--- src/rtl/pixel_unpacker_if.sv ---
// pixel_unpacker_if: 32-bit AXI4-Stream pixel beat bus (tdata/tkeep/tlast/tuser/tvalid/tready)
interface pixel_unpacker_if;
  logic [31:0] tdata;
  logic [3:0]  tkeep;
  logic        tlast;
  logic        tuser;
  logic        tvalid;
  logic        tready;
  modport master(output tdata, tkeep, tlast, tuser, tvalid, input tready);
  modport slave(input tdata, tkeep, tlast, tuser, tvalid, output tready);
endinterface

--- src/rtl/pixel_unpacker.sv ---
// pixel_unpacker: unpacks 3x32-bit stream beats into 4x24-bit {r,g,b} pixels with sof/eol and sticky err
// ports: aclk/aresetn (sync, active-low), in_stream (slave beat bus), r/g/b/sof/eol/out_valid/out_ready pixel out, err
module pixel_unpacker #(
  parameter int X_SIZE = 640
) (
  input  logic             aclk,
  input  logic             aresetn,
  pixel_unpacker_if.slave  in_stream,
  output logic [7:0]       r,
  output logic [7:0]       g,
  output logic [7:0]       b,
  output logic             sof,
  output logic             eol,
  output logic             out_valid,
  input  logic             out_ready,
  output logic             err
);
  localparam int XW = $clog2(X_SIZE);
  localparam logic [XW-1:0] X_LAST = XW'(X_SIZE - 1);
  localparam logic [1:0] PH0 = 2'd0;
  localparam logic [1:0] PH1 = 2'd1;
  localparam logic [1:0] PH2 = 2'd2;
  localparam logic [1:0] PH3 = 2'd3;
  logic [1:0]    phase_q, phase_d, eph;
  logic [23:0]   res_q, res_d, pix_q, pix_d, pix;
  logic [XW-1:0] x_q, x_d, xcur;
  logic          last_q, last_d, sof_q, sof_d, eol_q, eol_d, ov_q, ov_d, err_q, err_d;
  logic          load_ok, acc, emit, cut, pix_eol, beat_err;
  logic [31:0]   d;
  assign in_stream.tready = aresetn & load_ok & (phase_q != PH3);
  // tuser forces a beat to decode as ph0; a ph0/ph1 tlast cuts the line short
  always_comb begin
    d        = in_stream.tdata;
    load_ok  = !ov_q | out_ready;
    acc      = in_stream.tvalid & in_stream.tready;
    emit     = load_ok & (phase_q == PH3);
    eph      = in_stream.tuser ? PH0 : phase_q;
    cut      = in_stream.tlast & ~eph[1];
    xcur     = (acc & in_stream.tuser) ? '0 : x_q;
    pix      = !acc ? res_q :
               eph == PH0 ? d[23:0] :
               eph == PH1 ? {d[15:0], res_q[7:0]} : {d[7:0], res_q[15:0]};
    pix_eol  = (xcur == X_LAST) | (acc ? cut : last_q);
    beat_err = (in_stream.tkeep != 4'hF) | (in_stream.tuser & (phase_q != PH0)) | cut | (xcur == X_LAST);
    err_d    = err_q | (acc & beat_err) | (emit & (last_q != (x_q == X_LAST)));
    ov_d     = (acc | emit) | (ov_q & ~out_ready);
    pix_d    = (acc | emit) ? pix : pix_q;
    sof_d    = (acc | emit) ? (acc & in_stream.tuser) : sof_q;
    eol_d    = (acc | emit) ? pix_eol : eol_q;
    x_d      = (acc | emit) ? (pix_eol ? '0 : xcur + 1'b1) : x_q;
    last_d   = acc ? in_stream.tlast : last_q;
    phase_d  = emit ? PH0 : !acc ? phase_q : cut ? PH0 : eph + 2'd1;
    res_d    = emit ? '0 : !acc ? res_q : cut ? '0 :
               eph == PH0 ? {16'h0, d[31:24]} :
               eph == PH1 ? {8'h0, d[31:16]} : d[31:8];
  end
  always_ff @(posedge aclk) begin
    if (!aresetn) begin
      phase_q <= '0;
      res_q   <= '0;
      pix_q   <= '0;
      x_q     <= '0;
      last_q  <= 1'b0;
      sof_q   <= 1'b0;
      eol_q   <= 1'b0;
      ov_q    <= 1'b0;
      err_q   <= 1'b0;
    end else begin
      phase_q <= phase_d;
      res_q   <= res_d;
      pix_q   <= pix_d;
      x_q     <= x_d;
      last_q  <= last_d;
      sof_q   <= sof_d;
      eol_q   <= eol_d;
      ov_q    <= ov_d;
      err_q   <= err_d;
    end
  end
  assign r         = pix_q[23:16];
  assign g         = pix_q[15:8];
  assign b         = pix_q[7:0];
  assign sof       = sof_q;
  assign eol       = eol_q;
  assign out_valid = ov_q;
  assign err       = err_q;
endmodule

--- src/flat_wrapper.sv ---
// flat-port wrapper written by rule: the top's interface ports become plain ports
module pixel_unpacker_flat 
#(
  parameter int X_SIZE = 640
)
  (aclk, aresetn, r, g, b, sof, eol, out_valid, out_ready, err, in_stream_tdata, in_stream_tkeep, in_stream_tlast, in_stream_tuser, in_stream_tvalid, in_stream_tready);
  pixel_unpacker_if in_stream_i ();
  input  logic aclk;
  input  logic aresetn;
  output logic [7:0] r;
  output logic [7:0] g;
  output logic [7:0] b;
  output logic sof;
  output logic eol;
  output logic out_valid;
  input  logic out_ready;
  output logic err;
  input wire logic [$bits(in_stream_i.tdata)-1:0] in_stream_tdata;
  input wire logic [$bits(in_stream_i.tkeep)-1:0] in_stream_tkeep;
  input wire logic [$bits(in_stream_i.tlast)-1:0] in_stream_tlast;
  input wire logic [$bits(in_stream_i.tuser)-1:0] in_stream_tuser;
  input wire logic [$bits(in_stream_i.tvalid)-1:0] in_stream_tvalid;
  output wire logic [$bits(in_stream_i.tready)-1:0] in_stream_tready;
  assign in_stream_i.tdata = in_stream_tdata;
  assign in_stream_i.tkeep = in_stream_tkeep;
  assign in_stream_i.tlast = in_stream_tlast;
  assign in_stream_i.tuser = in_stream_tuser;
  assign in_stream_i.tvalid = in_stream_tvalid;
  assign in_stream_tready = in_stream_i.tready;
  pixel_unpacker #(.X_SIZE(X_SIZE)) u_core (.aclk(aclk), .aresetn(aresetn), .in_stream(in_stream_i), .r(r), .g(g), .b(b), .sof(sof), .eol(eol), .out_valid(out_valid), .out_ready(out_ready), .err(err));
endmodule
--- config.mk ---
export PLATFORM = sky130hd
export DESIGN_NAME = pixel_unpacker_flat
export DESIGN_NICKNAME = d
export VERILOG_FILES = /design/src/rtl/pixel_unpacker_if.sv /design/src/rtl/pixel_unpacker.sv /design/src/flat_wrapper.sv
export SDC_FILE = /design/constraint.sdc
export NUM_CORES = 1
export LEC_CHECK = 0
export BUFFER_PORTS_ARGS = -buffer_cell sky130_fd_sc_hd__buf_2
export CAP_MARGIN = 30
export CORE_MARGIN = 2
export CORE_UTILIZATION = 50
export DETAILED_ROUTE_END_ITERATION = 6
export PLACE_DENSITY = 0.77
export SKIP_CTS_REPAIR_TIMING = 1
export SLEW_MARGIN = 20
export SYNTH_ARGS = -nofsm -noshare
export SYNTH_HDL_FRONTEND = slang
export SYNTH_SLANG_ARGS = --single-unit
--- constraint.sdc ---
create_clock -name aclk -period 2.4 [get_ports aclk]
set_input_delay 0.48 -clock aclk [delete_from_list [all_inputs] [get_ports aclk]]
set_output_delay 0.48 -clock aclk [all_outputs]
set_load 0.02 [all_outputs]
; Word-level counts from Yosys, hierarchy flattened
; Index checks and enable logic that the tools add are counted.
[op_classes]
n_addsub = 2
eq_ne = 7
mux = 11
n_bitwise = 22
reduce_logical = 4
[op_table]
columns = cell, count
row1 = $mux 24, 6
row2 = $eq 10x10->1 const B, 2
row3 = $mux 10, 2
row4 = $add 10x1->10 const B, 1
row5 = $and 1x1->1, 10
row6 = $or 1x1->1, 9
row7 = $mux 2, 2
row8 = $ne 4x4->1 const B, 1
row9 = $not 1->1, 3
row10 = $add 2x1->2 const B, 1
row11 = $eq 2x1->1 const B, 1
row12 = $eq 2x2->1 const B, 1
row13 = $logic_not 2->1, 1
row14 = $ne 2x2->1 const B, 1
row15 = $reduce_bool 2->1, 1
row16 = $reduce_or 2->1, 1
row17 = $logic_not 1->1, 1
row18 = $mux 1, 1
row19 = $ne 1x1->1, 1
[word_totals]
regBits = 65
input_bits = 42
output_inout_bits = 29
wordCells = 55

; Longest topological paths before layout
; Gate-level depths: netlist of the first run.
[depth]
depth_word = 12
mapped_depth = 11
mapped_depth_nobuf = 9

; Worst setup path before layout of the first run
; Ideal clock, no wire load.
[synth_path]
path_kind = register to register
start = register u_core.ov_q (netlist: u_core.out_valid)
end = register u_core.x_q[0]
setup_ns = 0.088
arrival_ns = 2.473
required_time_ns = 2.312
setup_slack_ns = -0.161
path_stages_with_launch = 11
path_buffers = 2
synth_period_minus_slack_ns = 2.561
cell_sequence = dfxtp_1 nor2b_4 clkbuf_8 or4b_4 buf_6 and2_4 ha_1 nand3_1 nor3_1 o32a_1 o32ai_2
[synth_between]
elab_chain_cells = 10
word_cells_on_any_way = 14
cone_classes = add/sub: 1 / eq/ne: 1 / mux: 3 / bitwise: 8 / reduce/logical: 1
[synth_lines]
columns = item, line
row1 = start: declaration, pixel_unpacker.sv:27  ; logic last_q, last_d, sof_q, sof_d, eol_q, eol_d, ov_q, ov_d, err_q, err_d;
row2 = start signal: assignment, pixel_unpacker.sv:76  ; ov_q <= ov_d;
row3 = $logic_not 1->1 (*), pixel_unpacker.sv:34  ; load_ok = !ov_q | out_ready;
row4 = $or 1x1->1 (*), pixel_unpacker.sv:34
row5 = branches (longest 8 deep; another with $add 10x1->10), n/a
row6 = end signal: assignment, pixel_unpacker.sv:62  ; x_q <= '0;
row7 = end signal: assignment, pixel_unpacker.sv:72  ; x_q <= x_d;
row8 = end: declaration, pixel_unpacker.sv:26  ; logic [XW-1:0] x_q, x_d, xcur;
; Every way passes the cells marked *.
; A chain may end at the register's enable or synchronous reset.

; Worst setup path after layout of the first run
[layout_path]
start = register u_core.phase_q[1]
end = register u_core.x_q[0]
[layout_between]
elab_chain_cells = 8
word_cells_on_any_way = 16
cone_classes = add/sub: 1 / eq/ne: 3 / mux: 4 / bitwise: 8
[layout_lines]
columns = item, line
row1 = start: declaration, pixel_unpacker.sv:24  ; logic [1:0] phase_q, phase_d, eph;
row2 = start signal: assignment, pixel_unpacker.sv:69  ; phase_q <= phase_d;
row3 = branches (longest 8 deep; another with $add 10x1->10), n/a
; Several ways; the timed one is not identified.

==> metrics, run 1 <==
IO buf count 70; highest fanout seen on the critical path 6; clock tree sinks 65; Final Non-Filler Cells 577; worst-case vdd ir drop 453 µV; mux contribution to synthesized area 10.1%; via count of the routed design 3,471; Total GRT Usage 25.5%; Gate Count Post-Synth 425; half-perimeter wire length after detailed placement 6.66 mm; synthesized-area fraction occupied by xor and xnor cells 0.504%; Setup Total Neg Slack 0 ns; Synth top area share 37.5%; largest incremental delay on the critical path 0.55 ns; start-to-end type of the worst setup path reg2reg; most used standard cells in the synthesized netlist sky130_fd_sc_hd__dfxtp_1, sky130_fd_sc_hd__nand2_1, sky130_fd_sc_hd__o21ai_0; average cell area after synthesis 8.18 µm²; DRC marker count from the first detailed-route iteration 286; most common flop cell mapped by yosys sky130_fd_sc_hd__dfxtp_1; count of cell types in the netlist 55; cell count along the critical path 8; fin nets 537; Maximum Capacitance Violations 0; grt ovf 0; H-tree lvl count 3; HP Class in2reg; post-synthesis instance area 3470 µm²; starting density of the core 51.4%; Yosys reg bits 65; clock tree from TritonCTS done; vias in the first global route 3,225; sequential share of the synthesized area 37.5%; number of placed instances with taps included 561; Worst Hold Path Cells 3; nets in the synthesized netlist 470; share of cells above drive strength 1 26.6%; ANT cells 0; wire length of the first global-routing pass 15.2 mm; dominant cells by area after synthesis sky130_fd_sc_hd__dfxtp_1, sky130_fd_sc_hd__mux2i_1, sky130_fd_sc_hd__o21ai_0, sky130_fd_sc_hd__nand2_1, sky130_fd_sc_hd__a22oi_1; Die W 87.4 µm; worst-case clock buffer depth 2; final hold viol count 0; Std-Cell Rows 30; cell with the most instances after synthesis sky130_fd_sc_hd__dfxtp_1; Design Power 2550 µW; cell class contributing the biggest share of worst-path delay simple AND/OR/NAND/NOR gates; Yosys warning count 0; Synth Area in Compound Gates 24.6%; maximum number of pins on one net before global-route repair 46; Antenna Nets Post-Route 0; number of CTS-inserted buffers 9; CTS Root Buffer Type sky130_fd_sc_hd__clkbuf_8; dominant combinational cell family by area after synthesis compound AO/OA/AOI/OAI gates; clock tree skew after final layout 0.00860 ns; Synth async-reset ratio 0%; power density over the cells 614 nW/µm²; DIE AREA 7630 µm²; simple-gate area share of the yosys netlist 21.2%; relative max-transition margin 50.7%; Floorplan Core Area 6760 µm²; Worst-Skew Late Latency 0.35 ns; Cell Chain, Critical Path and2_4 > or4b_4 > and2_4 > ha_4 > nand3_4 > nor3_2 > o32a_1 > o32ai_2; static leakage power 0.00173 µW; slowest stage cell on the critical path sky130_fd_sc_hd__or4b_4; setup repair after global routing missed its margin false; number of DRC violations after detailed routing 0; count of cells along the worst register-to-register path 8; cell type with the highest aggregate area in the netlist sky130_fd_sc_hd__dfxtp_1; initial antenna violation count 0; Slew @ Worst Pin 0.736 ns; final worst-path cycle share 96.1%; number of enable flip-flop cells after synthesis 0; wire length per cell 16.6 µm; synthesized-area fraction occupied by adder cells 1.08%; Worst path most repeated cell sky130_fd_sc_hd__and2_4; run status finished clean; required arrival time at the worst endpoint 2.66 ns; maximum achievable frequency 433 MHz; clock input transition at the sequential cells of the worst setup and hold paths 0.08 ns; nature of the critical path endpoint register; via density per instance 6.02; crit path DAT 2.57 ns; critical path launch point type register; Final min period 2.31 ns; Ports 71; routability-driven placement congestion ratio 0.925; total wire length 9.59 mm; total of endpoints with negative setup slack in the final report 0; final-report max-slew violation count 0; buffering stage count on the worst path with inverters included 0; number of iterations in the first detailed-routing pass 5; vertical die dimension 87.4 µm; Layout area overhead 19.8%
sequential cells by signal (all words and copies together) (netlist names):
register	cells
u_core.res_q	24
u_core.last_q	1
u_core.pix_q	24
u_core.out_valid	1
u_core.x_q	10
u_core.eol	1
u_core.sof	1
u_core.err	1
u_core.phase_q	2
where the power goes:
part           total, µW  switching, µW  internal (µW)
Combinational        377            229            148
Sequential          1140           22.5           1120
Clock               1040            453            584
Total               2550            705           1850
tightest hold or removal path, cell delays in order:
cell and delay (ns):
sky130_fd_sc_hd__buf_2 0.11, sky130_fd_sc_hd__nand2_1 0.05, sky130_fd_sc_hd__a21oi_1 0.05
final cells by class:
class | instances | area [µm²]
Timing Repair Buffer | 87 | 478
Inverter | 6 | 22.5
Clock inverter | 7 | 93.8
Clock buffer | 9 | 124
Multi-Input combinational cell | 323 | 2040
Tap cell | 80 | 100
Fill cell | 588 | 2590
Sequential cell | 65 | 1300
through the flow:
step	hold slack, ns	util, %	cell area [µm²]	worst slack [ns]
after floorplan	0.437	-	3530	0.0118
after global placement	0.443	58.4	3940	0.0734
after detailed placement	0.450	58.4	3940	0.0176
after CTS	0.380	61.6	4160	0.0998
after global routing	0.393	61.6	4160	0.00760
final	0.397	61.6	4160	0.0927
cell usage in the layout, fill, tap and decap left out, types with 3 or more instances in the layout:
master,instances
sky130_fd_sc_hd__a31oi_1,3
sky130_fd_sc_hd__nand4_1,5
sky130_fd_sc_hd__mux2_2,8
sky130_fd_sc_hd__inv_1,6
sky130_fd_sc_hd__a21oi_1,29
sky130_fd_sc_hd__nor2_1,35
sky130_fd_sc_hd__a21boi_0,3
sky130_fd_sc_hd__and2_4,3
sky130_fd_sc_hd__clkbuf_8,9
sky130_fd_sc_hd__nor3_1,7
sky130_fd_sc_hd__mux2i_1,26
sky130_fd_sc_hd__dfxtp_1,64
sky130_fd_sc_hd__buf_4,17
sky130_fd_sc_hd__o22ai_1,3
sky130_fd_sc_hd__nand3_1,17
sky130_fd_sc_hd__a22oi_1,24
sky130_fd_sc_hd__buf_2,70
sky130_fd_sc_hd__o211ai_1,9
sky130_fd_sc_hd__nand2_1,57
sky130_fd_sc_hd__o21ai_0,44
sky130_fd_sc_hd__and3_1,9
layer usage:
layer,vias to the layer above,track usage (%),wire length (µm)
met5,-,0,0
met4,0,8.95,221
met3,21,6.54,725
met2,146,43.2,4800
met1,1633,31.3,3840
li1,1671,-,-
cells by family (layout without fill, tap and decap cells):
group / count (synthesis) / in the layout
simple gates: 151 / 151
fa+ha+maj: 3 / 3
flops: 65 / 65
mux: 34 / 34
xor+xnor: 2 / 2
compound gates: 133 / 133
buf+inv: 37 / 109
final timing paths:
path | from | endpoint | slack [ns]
setup / recovery | u_core.phase_q[1] | u_core.x_q[0] | 0.09
setup reg to reg | u_core.phase_q[1] | u_core.x_q[0] | 0.09
hold reg to reg | u_core.res_q[23] | u_core.res_q[23] | 0.46
hold / removal | in_stream_tdata[26] | u_core.res_q[18] | 0.40
No activity file was read; power rests on OpenSTA's default activity.
==> inputs of run 2 (changes only) <==
--- a/config.mk
+++ b/config.mk
@@ -11,6 +11,7 @@
 export CORE_UTILIZATION = 50
 export DETAILED_ROUTE_END_ITERATION = 6
 export PLACE_DENSITY = 0.77
+export REMOVE_ABC_BUFFERS = 1
 export SKIP_CTS_REPAIR_TIMING = 1
 export SLEW_MARGIN = 20
 export SYNTH_ARGS = -nofsm -noshare
==> run 2 against run 1 <==
Critical path depth stayed put. Design area is 1.5% higher. Clock power is 5% lower. Final cell count is 1.7% higher. Combinational power hardly changed. Sequential share of layout area is 0.40 points lower. Power is 2.1% lower. Via count is 1.0% higher. Register-to-register slack better by 0.02 ns. Clock skew is 0.0014 ns higher.
==> metrics, run 2 (synthesis results as in run 1) <==
run status finished clean; cell class contributing the biggest share of worst-path delay simple AND/OR/NAND/NOR gates; Antenna Nets Post-Route 0 (unchanged); total of endpoints with negative setup slack in the final report 0 (unchanged); Cell Chain, Critical Path and2_4 > or4b_4 > and2_1 > ha_2 > nand3_2 > nor3_1 > o32a_1 > o32ai_2; starting density of the core 51.4% (unchanged); WHS 0.392 ns (-0.00428 ns); number of fill cells 588 (unchanged); share of total power in sequential cells 45.5% (+0.9 points); fin nets 547 (+1.9%); critical path launch point type register; initial antenna violation count 0 (unchanged); share of total power in the clock network 39.3% (-1.3 points); number of iterations in the first detailed-routing pass 6 (+1); count of cells along the worst register-to-register path 8 (unchanged); worst-case clock buffer depth 2 (unchanged); sequential cell area 1310 µm² (+0.19%); clock input transition at the sequential cells of the worst setup and hold paths 0.07 ns (about the same); total wire length 9.26 mm (-3.4%); Ports 71 (unchanged); Worst Hold Path Cells 3 (unchanged); clock tree sinks 65 (unchanged); buffering stage count on the worst path with inverters included 0 (unchanged); H-tree lvl count 3 (unchanged); HP Class in2reg; most common cell after layout, fill and taps aside sky130_fd_sc_hd__buf_2; part of the power in combinational logic 15.2% (+0.4 points); wire length per cell 15.8 µm (-5.0%); half-perimeter wire length after detailed placement 6.25 mm (-6.3%); final-report max-slew violation count 0 (unchanged); Layout area overhead 21.6%; CTS Root Buffer Type sky130_fd_sc_hd__clkbuf_8; total length of routed met2 wires 4.41 mm (-8.1%); number of DRC violations after detailed routing 0 (unchanged); share of cells above drive strength 1 27.4% (+0.86 points); total met3 wirelength after detailed routing 613 µm (-15%); DRC marker count from the first detailed-route iteration 246 (-14%); maximum number of pins on one net before global-route repair 45 (-2.2%); highest-count cells in the layout ignoring fill and taps sky130_fd_sc_hd__buf_2, sky130_fd_sc_hd__dfxtp_1, sky130_fd_sc_hd__nand2_1, sky130_fd_sc_hd__o21ai_0, sky130_fd_sc_hd__nor2_1; grt ovf 0 (unchanged); Die W 87.4 µm (unchanged); area taken by multi-input logic gates 2010 µm² (-1.5%); crit path DAT 2.54 ns (-0.03 ns); worst path setup slack after routing 0.117 ns (+0.0243 ns); required arrival time at the worst endpoint 2.66 ns (about the same); largest incremental delay on the critical path 0.50 ns (-0.05 ns); cell count along the critical path 8 (unchanged); wire length of the first global-routing pass 15.2 mm (-0.14%); Maximum Capacitance Violations 0 (unchanged); DIE AREA 7630 µm² (unchanged); power density over the cells 592 nW/µm² (-3.5%); Setup Total Neg Slack 0 ns (unchanged); highest fanout seen on the critical path 6 (unchanged); maximum achievable frequency 438 MHz (+1.1%); number of CTS-inserted buffers 9 (unchanged); Slew @ Worst Pin 0.868 ns (+0.132 ns); nature of the critical path endpoint register; final worst-path cycle share 95.1% (-1.0 points); Total GRT Usage 25.3% (-0.20 points); Std-Cell Rows 30 (unchanged); clock tree skew after final layout 0.0100 ns (+0.00141 ns); Floorplan Core Area 6760 µm² (unchanged); IO buf count 70 (unchanged); slowest stage cell on the critical path sky130_fd_sc_hd__or4b_4; static leakage power 0.00179 µW (+3.5%); clock tree from TritonCTS done; uppermost layer routed met4; relative max-transition margin 42.0% (-8.7 points); top flop regs u_core.pix_q: 24 flops, u_core.res_q: 24 flops, u_core.x_q: 10 flops; Switching Share 26.6% (-1.0 points); Switching Power 665 µW (-5.6%); vertical die dimension 87.4 µm (unchanged); final hold viol count 0 (unchanged); M1 wire length 4.06 mm (+5.8%); via density per instance 5.97 (-0.71%); vias in the first global route 3,221 (-0.12%); Final min period 2.28 ns (-0.0243 ns); Post-Place Setup Slack -0.0329 ns (-0.0505 ns); routability-driven placement congestion ratio 0.819 (-11%); Pint 1840 µW (-0.73%); Worst-Skew Late Latency 0.35 ns (about the same); worst-case vdd ir drop 314 µV (-31%); start-to-end type of the worst setup path reg2reg; via count of the routed design 3,506 (+1.0%); ANT cells 0 (unchanged)
[run 2: worst register-to-register path: cells and delay by family, from the launching register on]
family                   cells  cell delay [ns]
adder cells (fa/ha/maj)      1             0.18
flip-flops                   1             0.36
AND/OR/NAND/NOR              5             1.01
AO/OA/AOI/OAI                2             0.65
[run 2: cell type report]
| cell class | count | area share, % |
|---|---|---|
| clock buffers | 14 | 4.09 |
| clock inverters | 2 | 0.829 |
| inverters | 6 | 0.533 |
| multi-input cells | 323 | 47.6 |
| flip-flops and latches | 65 | 30.9 |
| well taps | 80 | 2.37 |
| repair buffers | 97 | 13.7 |
[run 2: power by group through the flow]
stage	clock [µW]	sequential [µW]	combinational (µW)
after CTS	993	1140	378
final	984	1140	380
after detailed placement	0	1160	377
after global routing	1040	1140	417
after global placement	0	1160	370
after floorplan	0	1200	175
[run 2: metal layers]
layer | vias to the layer above | global-route usage (%)
met5 | - | 0
met4 | 0 | 8.11
met3 | 17 | 5.97
met2 | 140 | 42.2
met1 | 1657 | 32.3
li1 | 1692 | -
[run 2: path summary, 6_finish.rpt]
kind | from | end | slack (ns)
setup / recovery | u_core.phase_q[1] | u_core.x_q[0] | 0.12
hold / removal | in_stream_tdata[30] | u_core.res_q[22] | 0.39
setup reg to reg | u_core.phase_q[1] | u_core.x_q[0] | 0.12
hold reg to reg | u_core.res_q[21] | u_core.res_q[21] | 0.46
[run 2: through the flow]
stage               cells  total power [µW]  area [µm²]  util, %
CTS                   584              2510        4190     62.0
global route          587              2600        4220     62.5
finish                587              2500        4220     62.5
detailed placement    568              1540        3980     58.9
floorplan             394              1370        3320        -
global placement      568              1530        3980     58.9
==> inputs of run 3 (changes only) <==
--- a/config.mk
+++ b/config.mk
@@ -7,10 +7,10 @@
 export LEC_CHECK = 0
 export BUFFER_PORTS_ARGS = -buffer_cell sky130_fd_sc_hd__buf_2
 export CAP_MARGIN = 30
-export CORE_MARGIN = 2
 export CORE_UTILIZATION = 50
+export CTS_BUF_LIST = sky130_fd_sc_hd__clkbuf_16
 export DETAILED_ROUTE_END_ITERATION = 6
-export PLACE_DENSITY = 0.77
+export PLACE_DENSITY = 0.88
 export REMOVE_ABC_BUFFERS = 1
 export SKIP_CTS_REPAIR_TIMING = 1
 export SLEW_MARGIN = 20
==> run 3 against run 2 <==
The flow now finishes with violations (setup timing). Final cell count rose by 0.68%. Via count rose by 3.9%. Sequential share of layout area shrank 1.4 points. Critical path depth unchanged. Worst hold slack better by 0.025 ns. Maximum frequency is 4.9% lower. Worst setup slack lost 0.12 ns. Die area fell by 4.5%. Count of clock-buffer cells in the layout is 5 lower. Clock power rose by 45%.
==> metrics, run 3 (synthesis results as in run 1) <==
Std-Cell Rows 30 (unchanged); Layout area overhead 27.2%; most common cell after layout, fill and taps aside sky130_fd_sc_hd__buf_2; ANT cells 0 (unchanged); run status complete, but fails checks; static leakage power 0.00188 µW (+5.3%); Floorplan Core Area 6760 µm² (unchanged); starting density of the core 51.4% (unchanged); vertical die dimension 85.4 µm (-2.3%); via count of the routed design 3,644 (+3.9%); number of CTS-inserted buffers 9 (unchanged); routability-driven placement congestion ratio 0.942 (+15%); violations in the final reports setup timing; Ports 71 (unchanged); CTS Root Buffer Type sky130_fd_sc_hd__clkbuf_16; crit path DAT 2.62 ns (+0.08 ns); worst-case clock buffer depth 2 (unchanged); clock tree sinks 65 (unchanged); nature of the critical path endpoint register; critical path launch point type register; DRC marker count from the first detailed-route iteration 330 (+34%); Antenna Nets Post-Route 0 (unchanged); total of endpoints with negative setup slack in the final report 1 (+1); worst path setup slack after routing -0.00166 ns (-0.119 ns); Die W 85.4 µm (-2.3%); DIE AREA 7290 µm² (-4.5%); grt ovf 0 (unchanged); highest fanout seen on the critical path 5 (-1); Total GRT Usage 28.3% (+3.0 points); maximum number of pins on one net before global-route repair 46 (+2.2%); HP Class in2reg; final hold viol count 0 (unchanged); setup repair after global routing missed its margin true; power density over the cells 673 nW/µm² (+14%); Setup Total Neg Slack -0.00166 ns (-0.00166 ns); cell area after layout 4420 µm² (+4.7%); buffering stage count on the worst path with inverters included 0 (unchanged); final worst-path cycle share 100% (+4.9 points); Maximum Capacitance Violations 0 (unchanged); clock tree from TritonCTS done; maximum achievable frequency 416 MHz (-4.9%); wire length per cell 17.3 µm (+9.8%); total wire length 10.2 mm (+11%); destination of the worst hold path u_core.res_q[19]; start-to-end type of the worst setup path reg2reg; count of cells along the worst register-to-register path 8 (unchanged); required arrival time at the worst endpoint 2.62 ns (-0.04 ns); highest-count cells in the layout ignoring fill and taps sky130_fd_sc_hd__buf_2, sky130_fd_sc_hd__dfxtp_1, sky130_fd_sc_hd__nand2_1, sky130_fd_sc_hd__o21ai_0, sky130_fd_sc_hd__nor2_1; via density per instance 6.17 (+3.2%); number of fill cells 526 (-11%); final core area utilization 65.4% (+2.9 points); Cell Chain, Critical Path and2_4 > or4b_4 > and2_4 > ha_4 > nand3_4 > nor3_4 > o32a_1 > o32ai_2; half-perimeter wire length after detailed placement 6.69 mm (+7.2%); endpoint of the worst register-to-register path u_core.x_q[0]; Slew @ Worst Pin 0.780 ns (-0.0878 ns); slowest stage cell on the critical path sky130_fd_sc_hd__or4b_4; Worst path most repeated cell sky130_fd_sc_hd__and2_4; Worst-Skew Late Latency 0.33 ns (-0.02 ns); vias in the first global route 3,363 (+4.4%); clock tree skew after final layout 0.00659 ns (-0.00342 ns); share of cells above drive strength 1 29.0% (+1.5 points); initial antenna violation count 0 (unchanged); Worst Hold Path Cells 3 (unchanged); relative max-transition margin 47.6% (+5.6 points); fin nets 551 (+0.73%); number of iterations in the first detailed-routing pass 5 (-1); start point of the critical path u_core.phase_q[1]; number of DRC violations after detailed routing 0 (unchanged); cell class contributing the biggest share of worst-path delay simple AND/OR/NAND/NOR gates; number of placed instances with taps included 571 (+0.53%); final-report max-slew violation count 0 (unchanged); Final min period 2.40 ns (+0.119 ns); top flop regs u_core.pix_q: 24 flops, u_core.res_q: 24 flops, u_core.x_q: 10 flops; instance area after placement 4020 µm² (+0.88%); wire length of the first global-routing pass 16.0 mm (+5.4%); worst-case vdd ir drop 415 µV (+32%); launch instance of the worst register-to-register path u_core.phase_q[1]; clock input transition at the sequential cells of the worst setup and hold paths 0.06 ns (about the same); startpoint of the lowest-slack hold path in_stream_tdata[27]; Final Non-Filler Cells 591 (+0.68%); largest incremental delay on the critical path 0.51 ns (about the same); setup slack, reg-to-reg -0.002 ns (-0.12 ns); H-tree lvl count 3 (unchanged); IO buf count 70 (unchanged)
## run 3: worst register-to-register path, delay by kind of cell, from the launching register on
kind / cells / cell delay (ns)
AND/OR/NAND/NOR: 5 / 1.01
AO/OA/AOI/OAI: 2 / 0.76
flip-flops: 1 / 0.36
adder cells (fa/ha/maj): 1 / 0.17
## run 3: per-stage QoR
step | power [µW] | hold WS, ns | worst slack [ns]
6_report | 2970 | 0.417 | -0.00166
2_1_floorplan | 1370 | 0.437 | -0.279
3_5_place_dp | 1550 | 0.449 | -0.131
3_3_place_gp | 1540 | 0.442 | 0.000266
4_1_cts | 2970 | 0.410 | -0.155
5_1_grt | 3070 | 0.416 | -0.0439
## run 3: where the power goes
group	internal [µW]	total (µW)	switching (µW)
logic	163	400	237
registers	1120	1140	22.4
clock network	919	1430	514
## run 3: worst max-delay path by stage
stage,to,slack (ns),cells past startpoint
6_report,u_core.x_q[0],-0.002,8
5_1_grt,u_core.x_q[0],-0.04,8
4_1_cts,u_core.x_q[0],-0.16,8
3_5_place_dp,u_core.x_q[0],-0.13,9
3_3_place_gp,u_core.x_q[0],0.0003,9
2_1_floorplan,u_core.x_q[4],-0.28,5
## run 3: cell type report
| type | instances | area [µm²] | area share [%] |
|---|---|---|---|
| Multi-Input combinational cell | 323 | 2040 | 46.2 |
| Sequential cell | 65 | 1310 | 29.5 |
| Timing Repair Buffer | 101 | 621 | 14.0 |
| Clock buffer | 9 | 225 | 5.09 |
| Clock inverter | 7 | 103 | 2.32 |
| Tap cell | 80 | 100 | 2.26 |
| Inverter | 6 | 22.5 | 0.509 |
## run 3: routing by layer
| metal | vias up | global-route usage [%] | wire, µm |
|---|---|---|---|
| met5 | - | 0 | 0 |
| met2 | 193 | 46.6 | 5020 |
| met3 | 41 | 5.74 | 812 |
| met4 | 0 | 14.5 | 272 |
| met1 | 1708 | 35.2 | 4130 |
| li1 | 1702 | - | - |
